### config.mk
export PLATFORM = sky130hd
export DESIGN_NAME = sseg_mux_n
export DESIGN_NICKNAME = d
export VERILOG_FILES = /design/src/rtl/sseg_pkg.sv /design/src/rtl/sseg_next_idx.sv /design/src/rtl/sseg_mux_n.sv
export SDC_FILE = /design/constraint.sdc
export NUM_CORES = 1
export LEC_CHECK = 0
export CORE_UTILIZATION = 58
export CTS_CLUSTER_SIZE = 10
export DETAILED_ROUTE_END_ITERATION = 10
export PLACE_DENSITY = 0.81
export SYNTH_ARGS = -nofsm -noshare
export SYNTH_HDL_FRONTEND = slang
export SYNTH_SLANG_ARGS = --single-unit
export TNS_END_PERCENT = 20
### constraint.sdc
create_clock -name clk -period 4.13 [get_ports clk]
set_clock_uncertainty 0.2 [all_clocks]
set_input_delay 0.6195 -clock clk [delete_from_list [all_inputs] [get_ports clk]]
set_output_delay 0.6195 -clock clk [all_outputs]
set_load 0.01 [all_outputs]
### src/rtl/sseg_pkg.sv
// Shared types, constants and the priority-search helper for the N-digit
// seven-segment scan driver.
package sseg_pkg;

  localparam int MAX_DIGITS = 16;
  localparam int IDX_W      = 4;
  localparam logic [7:0] SSEG_BLANK = 8'hFF;

  typedef struct packed {
    logic             found;
    logic [IDX_W-1:0] index;
  } idx_hit_t;

  // Lowest set bit strictly above idx among the first n bits of mask.
  function automatic idx_hit_t first_set_above(input logic [MAX_DIGITS-1:0] mask,
                                               input logic [IDX_W-1:0]      idx,
                                               input int                    n);
    idx_hit_t hit;
    hit = '0;
    for (int k = MAX_DIGITS - 1; k >= 0; k--) begin
      if (k < n && k > int'(idx) && mask[k]) begin
        hit.found = 1'b1;
        hit.index = IDX_W'(k);
      end
    end
    return hit;
  endfunction

endpackage

### src/rtl/sseg_next_idx.sv
// Combinational priority finder: next enabled digit above cur_idx, or the
// first enabled digit from 0 when FROM_ZERO is set.
module sseg_next_idx
  import sseg_pkg::*;
#(
  parameter int N_DIGITS  = 4,
  parameter bit FROM_ZERO = 1'b0
) (
  input  logic [N_DIGITS-1:0] i_mask,
  input  logic [IDX_W-1:0]    i_cur_idx,
  output logic                o_found,
  output logic [IDX_W-1:0]    o_idx
);

  logic [MAX_DIGITS-1:0] w_mask16;
  idx_hit_t              w_hit;

  // NOTE: every combinational output gets a default first so no path infers a latch.
  always_comb begin
    w_mask16 = MAX_DIGITS'(i_mask);
    w_hit    = first_set_above(w_mask16, FROM_ZERO ? '0 : i_cur_idx, N_DIGITS);
    if (FROM_ZERO && i_mask[0]) begin
      w_hit.found = 1'b1;
      w_hit.index = '0;
    end
  end

  assign o_found = w_hit.found;
  assign o_idx   = w_hit.index;

endmodule

### src/rtl/sseg_mux_n.sv
// N-digit seven-segment scan driver: masked scan order, blank guard time,
// PWM brightness and per-frame snapshots of the display data.
module sseg_mux_n
  import sseg_pkg::*;
#(
  parameter int N_DIGITS  = 4,
  parameter int DWELL     = 65536,
  parameter int BLANK_CYC = 256
) (
  input  logic                  clk,
  input  logic                  reset,
  input  logic [8*N_DIGITS-1:0] digits_in,
  input  logic [N_DIGITS-1:0]   digit_mask,
  input  logic [3:0]            brightness,
  output logic [7:0]            sseg,
  output logic [N_DIGITS-1:0]   an,
  output logic                  frame_start
);

  localparam int SLOT_W = (DWELL > 2) ? $clog2(DWELL) : 1;
  localparam logic [SLOT_W-1:0] LAST_SLOT  = SLOT_W'(DWELL - 1);
  localparam logic [SLOT_W-1:0] BLANK_END  = SLOT_W'(BLANK_CYC);
  localparam logic [3:0]        PWM_LAST   = 4'd14;

  logic [SLOT_W-1:0]     r_slot_cnt;
  logic [3:0]            r_pwm;
  logic [3:0]            r_bright_q;
  logic [IDX_W-1:0]      r_idx;
  logic [N_DIGITS-1:0]   r_mask_q;
  logic [8*N_DIGITS-1:0] r_digits_q;
  logic                  r_load_pending;
  logic                  r_snap_pend;
  logic [7:0]            r_sseg;
  logic [N_DIGITS-1:0]   r_an;
  logic                  r_frame_start;

  logic                  w_slot_end;
  logic                  w_lit;
  logic [7:0]            w_seg;
  logic [N_DIGITS-1:0]   w_an_lit;
  logic [MAX_DIGITS-1:0] w_mask16;
  logic                  w_above_found;
  logic [IDX_W-1:0]      w_above_idx;
  logic                  w_first_found;
  logic [IDX_W-1:0]      w_first_idx;
  logic [IDX_W-1:0]      w_wrap_idx;

  sseg_next_idx #(.N_DIGITS(N_DIGITS), .FROM_ZERO(1'b0)) u_above (
    .i_mask    (r_mask_q),
    .i_cur_idx (r_idx),
    .o_found   (w_above_found),
    .o_idx     (w_above_idx)
  );

  sseg_next_idx #(.N_DIGITS(N_DIGITS), .FROM_ZERO(1'b1)) u_first (
    .i_mask    (digit_mask),
    .i_cur_idx (r_idx),
    .o_found   (w_first_found),
    .o_idx     (w_first_idx)
  );

  always_comb begin
    w_mask16   = MAX_DIGITS'(r_mask_q);
    w_slot_end = (r_slot_cnt == LAST_SLOT);
    w_lit      = (r_slot_cnt >= BLANK_END) && (r_pwm < r_bright_q) && w_mask16[r_idx];
    w_an_lit   = ~(N_DIGITS'(1) << r_idx);
    w_wrap_idx = w_first_found ? w_first_idx : '0;
    w_seg      = SSEG_BLANK;
    for (int k = 0; k < N_DIGITS; k++) begin
      if (r_idx == IDX_W'(k)) w_seg = r_digits_q[8*k +: 8];
    end
  end

  // NOTE: the snapshot registers are reset too, so the first frame never shows stale data.
  always_ff @(posedge clk or posedge reset) begin
    if (reset) begin
      r_slot_cnt     <= '0;
      r_pwm          <= '0;
      r_bright_q     <= '0;
      r_idx          <= '0;
      r_mask_q       <= '0;
      r_digits_q     <= {N_DIGITS{SSEG_BLANK}};
      r_load_pending <= 1'b1;
      r_snap_pend    <= 1'b0;
      r_sseg         <= SSEG_BLANK;
      r_an           <= '1;
      r_frame_start  <= 1'b0;
    end else begin
      // NOTE: non-blocking assignments so every flop sees the pre-edge state.
      r_slot_cnt    <= w_slot_end ? '0 : r_slot_cnt + 1'b1;
      r_pwm         <= (r_pwm == PWM_LAST) ? '0 : r_pwm + 1'b1;
      r_sseg        <= w_lit ? w_seg : SSEG_BLANK;
      r_an          <= w_lit ? w_an_lit : '1;
      r_frame_start <= r_load_pending | r_snap_pend;
      r_snap_pend   <= 1'b0;
      if (r_slot_cnt == '0) r_bright_q <= brightness;

      if (r_load_pending) begin
        r_load_pending <= 1'b0;
        r_digits_q     <= digits_in;
        r_mask_q       <= digit_mask;
        r_idx          <= w_wrap_idx;
      end else if (w_slot_end) begin
        if (w_above_found) begin
          r_idx <= w_above_idx;
        end else begin
          // Frame wrap: latch a fresh, tear-free copy of the display data.
          r_digits_q  <= digits_in;
          r_mask_q    <= digit_mask;
          r_idx       <= w_wrap_idx;
          r_snap_pend <= 1'b1;
        end
      end
    end
  end

  assign sseg        = r_sseg;
  assign an          = r_an;
  assign frame_start = r_frame_start;

endmodule

==> results.ini <==
[setup_path]
worstSetupPathType=register to register
crit_required_ps=4160
cp-end-kind=register
reg2regPathDepth=6
r2r_slack_ps=1480
r2r_start=r_slot_cnt[0]
worstReg2RegEnd=r_mask_q[3]
crit_arrival_ps=2690
start_kind=register
path_max_fanout=36

[outcome]
status=complete, no violations

[cells_and_area]
num_antenna_cells=0
syn_to_final_growth_pct=22.43
drive_above_1_share_pct=40.37
final_common_cell=clkdlybuf4s50_1
mostFrequentLayoutCells=clkdlybuf4s50_1, dfstp_2, dfrtp_1
finalNonFillerCells=397
final_cell_area_mm2=0.004412
nets=364
fin_util_pct=74.08

[drt]
vias_per_cell=5.625
drt-total-wl_um=6912
vias=2233
drt_first_pass_iters=4
wl_per_cell_um=17.41
drc=0
ant_nets=0
drt_iter0_drc=121

[clocking]
clock-sinks=77
cts_buffers=9
clockBufferDepth=2
ctsResizeCount=0
path_clk_slew_ps=80
cts_tree=done
root_buffer=clkbuf_8
clk_latency_ps=350
cts.htree.levels=3
postCtsSetupRepairBufs=0
ctsHoldBuffers=0

[floorplan]
die_w_um=80.82
start_util_pct=60.50
num_io_pins=55
rows=28
die_y_um=80.82
core_mm2=0.005956
die_area_mm2=0.006532

[min_path]
hold_path_class=register to register
hold_end=frame_start
hp-start=r_snap_pend
hold_path_depth=1

[synth]
yosys.area.top_type=dfstp_2
synthCells=260
ys.flop_type=dfstp_2
synth_area_mm2=0.003603
seq_area_frac_synth_pct=55.03
ys_ff_latch=77
syn-num-nets=307
synth_cell_types=41
synth_top_area_share_pct=32.81
synth_area_leaders=dfstp_2, dfrtp_1, mux2_4, mux4_2, mux2_2
ys_warn_count=0
ys_async_sr_fraction_pct=100.0
syn_avg_cell_area_um2=13.86
synth_edf_count=0

[timing]
timing.final.crit_period_ps=2655
hold_viol=0
drv_slew=0
tightest_slew_ps=918.0
fin_tns_setup_ps=0
rsz0062_at_grt=no
holdWs_ps=247.3
finalCritPeriodShare_pct=64.28
relSlewSlack_pct=38.53
finalSetupViolCount=0
max_freq_mhz=376.7

[grt]
grt_pass1_vias=2281
grt_pass1_wl_um=11530
antenna_found_initial=0
grt.total_usage_pct=24.18
grt.overflow.total=0
grt_max_degree=37

[place]
place_hpwl_um=4591
place_area_mm2=0.004197
place.gp.congestion=0.7995
dpl.cell_count=381
port_buffers=54

[power_and_ir_drop]
leakagePower_nw=1.866
ir_drop_mv=0.2268
cellPowerDensity_mw_per_mm2=376.3

[job]
maxCapViolations=0

kinds of logic after synthesis:
logic type      synth area share, %
compound gates                3.958
xor+xnor                      3.160
fa+ha+maj                     1.736
buf+inv                       3.021
flops                         55.03
mux                           21.39
other cells                  0.1041
simple gates                  11.60
state kept, by name, summed over array words and instances (netlist names):
signal and cells:
r_digits_q 32, r_slot_cnt 16, sseg 8, an 4
r_bright_q 4, r_mask_q 4, r_pwm 4, r_idx 2
frame_start 1, r_load_pending 1, r_snap_pend 1
power by group:
group	leakage [nW]	switching, mW	internal [mW]	total, mW
clock	0.108	0.290	0.318	0.608
sequential	0.876	0.0446	0.819	0.864
combinational	0.882	0.0590	0.129	0.188
worst max path at each step:
stage / slack (ps) / end / start
floorplan: 1420 / frame_start / reset
finish: 1480 / r_mask_q[3] / r_slot_cnt[0]
CTS: 1470 / r_mask_q[3] / r_slot_cnt[0]
detailed placement: 1490 / r_mask_q[3] / r_slot_cnt[0]
global route: 1310 / r_mask_q[1] / r_slot_cnt[0]
global placement: 1540 / r_mask_q[3] / r_slot_cnt[0]
stage by stage:
step           setup WS, ps  power (mW)
4_1_cts                1474       1.672
6_report               1475       1.660
5_1_grt                1310       1.720
2_1_floorplan          1418      0.9921
3_3_place_gp           1538       1.054
3_5_place_dp           1491       1.063
layer usage:
metal	track usage [%]	share of wire, %	up-vias
met5	0	0	-
met1	31.65	45	1118
li1	-	-	1036
met4	11.43	2.3	0
met3	4.157	3.4	13
met2	39.24	50	66
synthesized netlist by cell type (all sizes together), types with 4 or more instances:
master,count
clkbuf,8
nor4b,4
mux2,39
xnor2,7
mux4,9
nand2,11
nand4,5
or3,4
nor2,12
inv,12
ha,5
nand3,7
o21ai,7
or2,11
dfstp,45
dfrtp,32
xor2,6
critical path, stage by stage, from the launching register on:
cell and delay, ps:
dfrtp_1 440, ha_1 240, nand4_1 150, nor4_4 670, a31oi_4 140, buf_4 350, mux2_2 340
area by class of cell:
type,count,area [um2]
Sequential cell,77,1983
Fill cell,398,1544
Multi-Input combinational cell,160,1511
Timing Repair Buffer,57,563.0
Clock buffer,10,148.9
Tap cell,75,93.84
Clock inverter,6,66.31
Inverter,12,45.04
(Power assumes the default switching activity.)
